## src/rtl/alu_pkg.sv

```systemverilog
// Shared ALU definitions: operation encodings and signed range helpers.
// Latency: none (package only).
// Backpressure: not applicable.
package alu_pkg;

  // Add/subtract select as carried on the in_sub / op lines
  typedef enum logic {
    ALU_OP_ADD = 1'b0,
    ALU_OP_SUB = 1'b1
  } aluOp_e;

  // Widest operand the range helpers can describe
  localparam int ALU_MAX_WIDTH = 64;

  // Largest positive two's-complement value for a given width, zero-extended
  function automatic logic [ALU_MAX_WIDTH-1:0] signedMax(input int width);
    signedMax = (ALU_MAX_WIDTH'(1) << (width - 1)) - ALU_MAX_WIDTH'(1);
  endfunction

  // Most negative two's-complement value for a given width, zero-extended
  function automatic logic [ALU_MAX_WIDTH-1:0] signedMin(input int width);
    signedMin = ALU_MAX_WIDTH'(1) << (width - 1);
  endfunction

endpackage

```

## src/rtl/addsub_core.sv

```systemverilog
// Combinational signed adder with overflow detect, optional saturation and status flags.
// Latency: 0 cycles (pure combinational).
// Backpressure: none; caller owns all handshaking.
module addsub_core
  import alu_pkg::*;
#(
  parameter int WIDTH  = 32,
  parameter bit SAT_EN = 1'b0
) (
  input  logic [WIDTH-1:0] a,
  input  logic [WIDTH-1:0] bEff,
  input  logic             cin,
  input  logic             sat,
  output logic [WIDTH-1:0] result,
  output logic             ovf,
  output logic             carry,
  output logic             zero,
  output logic             neg
);

  localparam int MSB = WIDTH - 1;
  localparam logic [ALU_MAX_WIDTH-1:0] MAX_FULL = signedMax(WIDTH);
  localparam logic [ALU_MAX_WIDTH-1:0] MIN_FULL = signedMin(WIDTH);
  localparam logic [WIDTH-1:0]         MAX_VAL  = MAX_FULL[WIDTH-1:0];
  localparam logic [WIDTH-1:0]         MIN_VAL  = MIN_FULL[WIDTH-1:0];

  logic [WIDTH:0]   sum;
  logic [WIDTH-1:0] raw;
  logic             satEff;

  // Extended adder: the extra top bit is the unsigned carry / not-borrow
  always_comb begin
    sum = {1'b0, a} + {1'b0, bEff} + {{WIDTH{1'b0}}, cin};
  end

  assign raw   = sum[WIDTH-1:0];
  assign carry = sum[WIDTH];

  // Signed overflow: both addends share a sign that the sum does not
  assign ovf = (~raw[MSB] &  a[MSB] &  bEff[MSB]) |
               ( raw[MSB] & ~a[MSB] & ~bEff[MSB]);

  // Saturation only exists when the build enables it
  assign satEff = SAT_EN & sat;

  // Clamp toward the operand A sign on overflow, else pass the raw sum
  always_comb begin
    result = raw;
    if (satEff && ovf) begin
      result = a[MSB] ? MIN_VAL : MAX_VAL;
    end
  end

  // Zero and negative describe what the consumer actually receives
  assign zero = (result == '0);
  assign neg  = result[MSB];

endmodule

```

## src/rtl/alu_addsub_pipe.sv

```systemverilog
// Two-stage pipelined signed add/subtract with flags, optional saturation and overflow tracking.
// Latency: 2 cycles from input handshake to output valid; 1 beat/cycle throughput.
// Backpressure: valid/ready; two beats buffered under full stall, then in_ready drops.
module alu_addsub_pipe
  import alu_pkg::*;
#(
  parameter int WIDTH     = 32,
  parameter int SAT_EN    = 0,
  parameter int CNT_WIDTH = 8
) (
  input  logic                 clock,
  input  logic                 reset_n,
  input  logic                 in_valid,
  output logic                 in_ready,
  input  logic [WIDTH-1:0]     in_a,
  input  logic [WIDTH-1:0]     in_b,
  input  logic                 in_sub,
  input  logic                 in_sat,
  output logic                 out_valid,
  input  logic                 out_ready,
  output logic [WIDTH-1:0]     out_result,
  output logic                 out_ovf,
  output logic                 out_carry,
  output logic                 out_zero,
  output logic                 out_neg,
  input  logic                 clr_sticky,
  output logic                 sticky_ovf,
  output logic [CNT_WIDTH-1:0] ovf_count
);

  localparam logic [CNT_WIDTH-1:0] CNT_MAX = '1;

  aluOp_e           op;
  logic [WIDTH-1:0] bIn;

  // Stage 1 registers: operands with B already conditioned for the op
  logic             valid1;
  logic [WIDTH-1:0] a1;
  logic [WIDTH-1:0] bEff1;
  logic             cin1;
  logic             sat1;

  // Stage 2 is the output register set
  logic             valid2;

  logic [WIDTH-1:0] coreResult;
  logic             coreOvf;
  logic             coreCarry;
  logic             coreZero;
  logic             coreNeg;

  logic             adv2;
  logic             ovfEvent;

  // Subtract is A + ~B + 1, so fold the inversion in before registering
  assign op  = aluOp_e'(in_sub);
  assign bIn = (op == ALU_OP_SUB) ? ~in_b : in_b;

  // Stage 2 may take a new beat when empty or when its beat is leaving
  assign adv2     = ~valid2 | out_ready;
  assign in_ready = ~valid1 | adv2;

  // Stage 1 capture on input handshake; holds while stage 2 is stalled
  always_ff @(posedge clock) begin
    if (!reset_n) begin
      valid1 <= 1'b0;
      a1     <= '0;
      bEff1  <= '0;
      cin1   <= 1'b0;
      sat1   <= 1'b0;
    end else if (in_ready) begin
      valid1 <= in_valid;
      if (in_valid) begin
        a1    <= in_a;
        bEff1 <= bIn;
        cin1  <= (op == ALU_OP_SUB);
        sat1  <= in_sat;
      end
    end
  end

  addsub_core #(
    .WIDTH  (WIDTH),
    .SAT_EN (SAT_EN != 0)
  ) u_core (
    .a      (a1),
    .bEff   (bEff1),
    .cin    (cin1),
    .sat    (sat1),
    .result (coreResult),
    .ovf    (coreOvf),
    .carry  (coreCarry),
    .zero   (coreZero),
    .neg    (coreNeg)
  );

  // Stage 2 registers the computed result and flags when it can advance
  always_ff @(posedge clock) begin
    if (!reset_n) begin
      valid2     <= 1'b0;
      out_result <= '0;
      out_ovf    <= 1'b0;
      out_carry  <= 1'b0;
      out_zero   <= 1'b0;
      out_neg    <= 1'b0;
    end else if (adv2) begin
      valid2 <= valid1;
      if (valid1) begin
        out_result <= coreResult;
        out_ovf    <= coreOvf;
        out_carry  <= coreCarry;
        out_zero   <= coreZero;
        out_neg    <= coreNeg;
      end
    end
  end

  assign out_valid = valid2;

  // An overflow is only counted once the consumer actually takes the beat
  assign ovfEvent = valid2 & out_ready & out_ovf;

  // Sticky flag: a coincident event beats the clear
  always_ff @(posedge clock) begin
    if (!reset_n) begin
      sticky_ovf <= 1'b0;
    end else if (ovfEvent) begin
      sticky_ovf <= 1'b1;
    end else if (clr_sticky) begin
      sticky_ovf <= 1'b0;
    end
  end

  // Saturating event counter; clear plus event restarts the count at one
  always_ff @(posedge clock) begin
    if (!reset_n) begin
      ovf_count <= '0;
    end else if (ovfEvent) begin
      if (clr_sticky) begin
        ovf_count <= CNT_WIDTH'(1);
      end else if (ovf_count != CNT_MAX) begin
        ovf_count <= ovf_count + CNT_WIDTH'(1);
      end
    end else if (clr_sticky) begin
      ovf_count <= '0;
    end
  end

endmodule

```

## config.mk

```make
export PLATFORM = sky130hd
export DESIGN_NAME = alu_addsub_pipe
export DESIGN_NICKNAME = d
export VERILOG_FILES = /design/src/rtl/alu_pkg.sv /design/src/rtl/addsub_core.sv /design/src/rtl/alu_addsub_pipe.sv
export SDC_FILE = /design/constraint.sdc
export NUM_CORES = 1
export LEC_CHECK = 0
export BUFFER_PORTS_ARGS = -buffer_cell sky130_fd_sc_hd__buf_2
export CORE_MARGIN = 3
export CORE_UTILIZATION = 30
export CTS_CLUSTER_DIAMETER = 200
export CTS_CLUSTER_SIZE = 14
export DETAILED_ROUTE_END_ITERATION = 10
export PLACE_DENSITY = 0.57
export SLEW_MARGIN = 20
export SYNTH_ARGS = -nofsm -noshare
export SYNTH_HDL_FRONTEND = slang
export SYNTH_SLANG_ARGS = --single-unit
```

## constraint.sdc

```tcl
create_clock -name clock -period 4.3 [get_ports clock]
set_input_delay 1.075 -clock clock [delete_from_list [all_inputs] [get_ports clock]]
set_output_delay 1.075 -clock clock [all_outputs]
set_load 0.03 [all_outputs]
```

# --- Word level (Yosys, flattened, before mapping) ---
# Cells that the tools add are included.
# W data, S select, Z words.
word_totals:
  register_bits: 112
  inputBits: 71
  output_inout_bits: 47
op_classes:
  add_sub_neg: 3
  eq_ne: 1
  n_mux: 7
  bitwise: 15
  n_reduce_logical: 6
ops:
  columns: ["cell", "n"]
  rows:
  - ["$add A32 B32 Y33", 1]
  - ["$add A33 B1 Y33", 1]
  - ["$logic_not A32 Y1", 1]
  - ["$mux W32", 1]
  - ["$mux W8", 4]
  - ["$not A32 Y32", 1]
  - ["$add A8 B1 Y8 const B", 1]
  - ["$ne A8 B8 Y1 const B", 1]
  - ["$and A1 B1 Y1", 6]
  - ["$reduce_and A2 Y1", 3]
  - ["$not A1 Y1", 5]
  - ["$reduce_bool A2 Y1", 2]
  - ["$or A1 B1 Y1", 3]
  - ["$mux W1", 2]

# --- Logic depth before layout (Yosys ltp) ---
# Gate-level depths: netlist (run 1).
depth:
  word_depth: 6
  mapped_depth: 13
  mapped_depth_nobuf: 13

# --- By module ---
# A second synthesis (run 1) with hierarchy kept.
hier_totals:
  cells_unflattened: 776
  hier_area_um2: 6448.7
by_module_without_submodules:
  columns: ["module", "n_inst", "cells_each", "area_each_um2", "seq_area_each_um2"]
  rows:
  - ["alu_addsub_pipe", 1, 531, 4718.3, 2262.2]
  - ["addsub_core", 1, 245, 1730.4, 0.0]

# --- Worst setup path before layout (run 1) ---
# Ideal clock, no wire load.
synth_path:
  path_type: "reg-to-reg"
  startpoint: "reg a1[0]"
  endpoint: "reg out_zero"
  arrival_time_ps: 3025
  required_time_ps: 4231
  path_slack_ps: 1206
  stages_incl_launch_ff: 14
  path_buffers: 0
  synth_period_minus_slack_ps: 3094
  path_cell_list: "dfxtp_1 > inv_1 > fa_1 > inv_1 > fa_1 > a211oi_1 > o211ai_1 > a31oi_1 > o21bai_1 > a31oi_1 > xor2_1 > nand2_1 > or4b_2 > o21ai_1"
synth_via:
  elab_chain_len: 3
synth_lines:
  columns: ["element", "line_no", "source"]
  rows:
  - ["start: declaration", "alu_addsub_pipe.sv:38", "logic [WIDTH-1:0] a1;"]
  - ["start signal: assignment", "alu_addsub_pipe.sv:74", "a1 <= in_a;"]
  - ["$add A32 B32 Y33", "addsub_core.sv:33", "sum = {1'b0, a} + {1'b0, bEff} + {{WIDTH{1'b0}}, cin};"]
  - ["$add A33 B1 Y33", "addsub_core.sv:33", null]
  - ["$logic_not A32 Y1", "addsub_core.sv:55", "assign zero = (result == '0);"]
  - ["end signal: assignment", "alu_addsub_pipe.sv:112", "out_zero <= coreZero;"]
  - ["end: declaration", "alu_addsub_pipe.sv:24", "output logic out_zero,"]
# No other way between the ends.
# A chain may end at the register's enable or synchronous reset.

# --- Worst setup path in the final report (run 1) ---
# Ends and elaborated chain as after synthesis.

==> impl_metrics.tcl, run 1 <==
set metrics [dict create \
    status "complete, no violations" \
    drt_pass1_iterations 6 \
    yosysTopAreaCellShare_pct 34.97 \
    fmax_mhz 265.7 \
    boundaryPins 118 \
    worstMarginPinSlew_ns 1.016 \
    final_cell_mix "172 x nand2_1, 116 x buf_2, 111 x dfxtp_1" \
    crit_fanout 3 \
    synth_cells 770 \
    synth_nets 875 \
    period_needed_ns 3.764 \
    grt.overflow.total 0 \
    grt_antenna_before_repair 0 \
    hold_depth 2 \
    clock_latency_ns 0.37 \
    ir_drop_mv 0.1458 \
    drv_cap 0 \
    vias_per_cell 4.859 \
    cts.htree.levels 3 \
    hp-start "out_result[30]" \
    routabilityCongestion 0.8553 \
    tritoncts "yes" \
    power-per-cell-area_mw_per_mm2 335.5 \
    cts_buffer_depth 2 \
    cts-root-buf "clkbuf_16" \
    r2r_slack_ns 0.54 \
    cts_buffers 9 \
    drc_errors 0 \
    yosysWarnings 0 \
    antenna_left 0 \
    yosysSeqAreaShare_pct 34.97 \
    crit_arrival_ns 4.05 \
    fp-row-count 52 \
    min_path_type "reg -> reg" \
    antennaDiodeCount 0 \
    p_leak_uw 0.003392 \
    reg2reg_from "a1[0]" \
    grt_pass1_vias 5263 \
    slew_viol_final 0 \
    critPathLaunchType "flop" \
    cts.clk_slew.worst_paths_ns 0.08 \
    layout_commonest_cell "nand2_1" \
    initialDrtViolationCount 254 \
    cp.required_ns 4.59 \
    die_y_um 151.5 \
    cts_hold_repair.buffers 0 \
    detail_route.wirelength_um 16700 \
    fin_setup_tns_ns 0 \
    die_w_um 151.5 \
    area_growth_syn_to_layout_pct 16.64 \
    track_usage_pct 14.55 \
    core_sq_mm 0.02049 \
    synth_top_flop_cell "dfxtp_1" \
    wl_per_cell_um 14.76 \
    finalSetupViolCount 0 \
    postCtsSetupBuffers 0 \
    io_buffers 116 \
    dieArea_sq_mm 0.02296 \
    final_nets 961 \
    grt_pass1_wl_um 26780 \
    critPathKind "reg -> reg" \
    crit_path_end_kind "flop" \
    synth_edf_count 0 \
    cts_sinks 111 \
    skew_ns 0.01755 \
    finalHoldViolCount 0 \
    yosys.area.top_type "dfxtp_1" \
    yosysUniqueCellTypes 61 \
    period_share_pct 87.53 \
    initial_core_util_pct 31.00 \
    fillers 2210 \
    grt_max_degree 106 \
    slew_headroom_pct 32.29 \
    synth_area_sq_mm 0.006354 \
    synth_seq_cells 111 \
    worstRegToRegCells 13 \
    p_total_uw 2487 \
    worstReg2RegEnd "out_zero" \
    via_count 5495 \
    cts_resized 0 \
    synth.avg_cell_area_sq_um 8.251 \
    rsz0062_at_grt "no" \
    dpl.hpwl_um 12360 \
    drive_above_1_share_pct 17.42 \
    hold_end "out_result[30]" \
    ys_top_cells_by_area "dfxtp_1 35%, nand2_1 10%, ha_1 6.3%" \
    async_flop_share_pct 0 \
]
[sequential cells by signal, summed over array words and instances, names as in the netlist]
name	cells
out_valid	1
ovf_count	8
valid1	1
sticky_ovf	1
bEff1	32
out_result	32
out_zero	1
a1	32
out_carry	1
out_ovf	1
cin1	1
[cell type report]
type / count / area [sq um] / area share [%]
multi-input cells: 603 / 3906 / 52.71
inverters: 10 / 37.54 / 0.5065
flip-flops and latches: 111 / 2222 / 29.98
clock buffers: 9 / 225.2 / 3.039
well taps: 270 / 337.8 / 4.558
clock inverters: 7 / 63.81 / 0.8610
repair buffers: 121 / 618.1 / 8.340
[metal layers]
layer,GRT usage [%],up-vias,wire length [um]
li1,-,2876,-
met1,20.33,2495,8308
met2,22.40,107,7172
met3,3.510,17,994
met4,4.043,0,222
met5,0,-,0
[critical path: stages, from the launching register on]
cell	delay, ns
dfxtp_1	0.32
inv_1	0.08
fa_1	0.20
inv_1	0.06
fa_1	0.39
a211oi_1	0.47
o211ai_1	0.21
a31oi_1	0.43
o21bai_1	0.18
a31oi_1	0.22
xor2_1	0.29
nand2_1	0.08
or4b_2	0.60
o21ai_1	0.14
[power breakdown]
part           switching [uW]  internal, uW
Sequential               39.1          1090
Combinational             320           207
Clock                     423           407
Total                     782          1700
[synthesized netlist by cell type (3+ instances only)]
master / number
clkbuf_1: 36
nand2_1: 172
xnor2_1: 38
a31oi_1: 8
dfxtp_1: 111
a21oi_1: 35
xor2_1: 22
and2_1: 20
nand2b_1: 3
nand4_1: 9
o2111a_1: 4
or3_1: 3
a311oi_1: 3
a21o_1: 10
o211a_1: 36
o211ai_1: 3
nor2_1: 30
nor3_1: 6
buf_1: 4
o21bai_1: 6
o21ai_0: 40
and3_1: 4
inv_1: 10
o31ai_1: 6
o21a_1: 7
nor2b_1: 4
buf_4: 4
a21boi_0: 46
a211oi_1: 9
ha_1: 32
nand3_1: 11
[cell families after synthesis]
family          after synthesis  share of synthesized area (%)
mux                           1                         0.1575
fa+ha+maj                    34                          6.932
compound gates              228                          26.33
flops                       111                          34.97
simple gates                280                          19.75
buf+inv                      56                          3.584
xor+xnor                     60                          8.271
[stage by stage]
stage               utilization [%]  hold slack, ns  area, sq um  worst slack, ns  std cells
finish                        36.16          0.4654         7411           0.5363       1131
floorplan                         -          0.4435         6354            1.206        770
detailed placement            34.75          0.4594         7122           0.6347       1115
CTS                           36.16          0.4704         7411           0.5750       1131
global route                  36.16          0.4850         7411           0.1756       1131
global placement              34.75          0.4509         7122           0.6630       1115
[worst max path at each step]
stage / startpoint / endpoint / slack (ns)
6_report: a1[0] / out_zero / 0.54
5_1_grt: a1[0] / out_zero / 0.18
4_1_cts: a1[0] / out_zero / 0.57
3_5_place_dp: a1[0] / out_zero / 0.63
3_3_place_gp: a1[0] / out_zero / 0.66
2_1_floorplan: a1[0] / out_zero / 1.21
Note: power is estimated with default switching activity, not from simulation.
==> inputs of run 2 (changes only) <==
--- a/config.mk
+++ b/config.mk
@@ -6,13 +6,13 @@
 export NUM_CORES = 1
 export LEC_CHECK = 0
 export BUFFER_PORTS_ARGS = -buffer_cell sky130_fd_sc_hd__buf_2
+export CORE_ASPECT_RATIO = 0.5
 export CORE_MARGIN = 3
 export CORE_UTILIZATION = 30
 export CTS_CLUSTER_DIAMETER = 200
 export CTS_CLUSTER_SIZE = 14
 export DETAILED_ROUTE_END_ITERATION = 10
 export PLACE_DENSITY = 0.57
-export SLEW_MARGIN = 20
 export SYNTH_ARGS = -nofsm -noshare
 export SYNTH_HDL_FRONTEND = slang
 export SYNTH_SLANG_ARGS = --single-unit
==> run 2 against run 1 <==
Largest cell class unchanged. Die area increased by 0.46%. Clock power decreased by 1%. Global-route usage increased by 0.57 points. Clock skew decreased by 0.0088 ns. Total power decreased by 0.24%. Count of clock-buffer cells in the layout unchanged. Flip-flop and latch count unchanged. Fmax increased by 4.2%. Design area about the same. Combinational power increased by 1%. Largest power group unchanged.
==> impl_metrics.tcl, run 2 (synthesis gave the netlist of run 1 again) <==
set metrics [dict create \
    status "complete, no violations" \
    crit_arrival_ns 3.92 \
    slew_viol_final 0 \
    period_needed_ns 3.613 \
    finalSetupViolCount 0 \
    clock_latency_ns 0.37 \
    cts_buffer_depth 2 \
    detail_route.wirelength_um 17360 \
    fmax_mhz 276.8 \
    fp-row-count 36 \
    slew_headroom_pct 32.91 \
    final_nets 962 \
    routabilityCongestion 0.8762 \
    cp_slowest_cell "or4b_2" \
    cts_buffers 9 \
    layout_commonest_cell "nand2_1" \
    drt_pass1_iterations 4 \
    drv_cap 0 \
    die_y_um 108.9 \
    cts_hold_repair.buffers 0 \
    period_share_pct 84.01 \
    cp_top_family "simple AND/OR/NAND/NOR gates" \
    track_usage_pct 15.12 \
    core_sq_mm 0.02009 \
    p_total_uw 2481 \
    reg_top3 "a1: 32 flops, bEff1: 32 flops, out_result: 32 flops" \
    critPathKind "reg -> reg" \
    seq_power_share_pct 45.5 \
    boundaryPins 118 \
    cp.required_ns 4.60 \
    initial_core_util_pct 31.63 \
    switchingPower_uw 780.3 \
    initialDrtViolationCount 345 \
    skew_ns 0.008750 \
    grt.overflow.total 0 \
    clkPwrFrac_pct 33.0 \
    dpl.cell_count 1112 \
    cts-root-buf "clkbuf_16" \
    area_growth_syn_to_layout_pct 16.56 \
    fin_setup_tns_ns 0 \
    p_int_uw 1700 \
    cp_num_buf_inv 2 \
    cts.clk_slew.worst_paths_ns 0.08 \
    dieArea_sq_mm 0.02307 \
    cts_resized 0 \
    rsz0062_at_grt "no" \
    p_leak_uw 0.003396 \
    final_cell_mix "172 x nand2_1, 116 x buf_2, 111 x dfxtp_1" \
    tritoncts "yes" \
    cts.htree.levels 3 \
    grt_antenna_before_repair 1 \
    dpl.hpwl_um 13150 \
    critPathLaunchType "flop" \
    die_w_um 211.8 \
    cts_sinks 111 \
    antenna_left 0 \
    wl_per_cell_um 15.39 \
    finalHoldViolCount 0 \
    via_count 5565 \
    crit_fanout 3 \
    combPwrFrac_pct 21.5 \
    layout.cells.non_filler 1128 \
    antennaDiodeCount 0 \
    grt_pass1_wl_um 27660 \
    power-per-cell-area_mw_per_mm2 335.0 \
    vias_per_cell 4.934 \
    ir_drop_mv 0.1475 \
    drc_errors 0 \
    drive_above_1_share_pct 17.52 \
    worstMarginPinSlew_ns 1.006 \
    grt_pass1_vias 5366 \
    io_buffers 116 \
    postCtsSetupBuffers 0 \
    switching_share_pct 31.45 \
    crit_chain "inv_1 > fa_1 > inv_1 > fa_1 > a211oi_1 > o21ai_0 > a21oi_1 > nor4_1 > nor2_1 > nor2_1 > a211oi_1 > or4b_2 > o21ai_1" \
    crit_path_end_kind "flop" \
    min_path_type "reg -> reg" \
    crit_path_max_incr_delay_ns 0.67 \
    grt_max_degree 106 \
]
==> run 2: path summary, 6_finish.rpt <==
kind                                        to  slack (ns)  cells after the start           start
worst max-delay path                  out_zero        0.69                     13           a1[0]
worst min-delay path            out_result[30]        0.47                      2  out_result[30]
worst min register to register  out_result[30]        0.47                      2  out_result[30]
worst max register to register        out_zero        0.69                     13           a1[0]
==> run 2: cell type report <==
cell class	count	area (sq um)
fill	2121	12680
multi-input combinational	603	3906
sequential	111	2222
timing repair buffer	122	625.6
tap	266	332.8
clock buffer	9	225.2
clock inverter	7	56.30
inverter	10	37.54
==> run 2: through the flow <==
step                worst slack (ns)  hold WS [ns]  utilization [%]  cell area [sq um]
floorplan                      1.206        0.4435                -               6354
detailed placement            0.6895        0.4595            35.46               7124
CTS                           0.6634        0.4708            36.86               7406
finish                        0.6874        0.4668            36.86               7406
global placement              0.7349        0.4519            35.46               7124
global route                  0.3570        0.4913            36.86               7406
==> run 2: power by group through the flow <==
stage	combinational (uW)	sequential [uW]	clock, uW
CTS	537	1130	849
finish	534	1130	818
global route	597	1140	879
detailed placement	534	1150	0
global placement	530	1150	0
floorplan	345	1180	0
==> run 2: per-layer routing <==
layer	global-route usage [%]	routed length [um]	vias to the layer above
met4	3.103	155	2
met3	3.823	773	14
li1	-	-	2886
met2	23.14	7237	85
met1	21.57	9181	2578
met5	0	13	-
==> run 2: worst reg2reg max path, cell delays in order, from the launching register on <==
cell and delay (ns):
dfxtp_1 0.34, inv_1 0.06, fa_1 0.46, inv_1 0.09, fa_1 0.22, a211oi_1 0.12
o21ai_0 0.30, a21oi_1 0.20, nor4_1 0.56, nor2_1 0.18, nor2_1 0.14, a211oi_1 0.07
or4b_2 0.67, o21ai_1 0.14
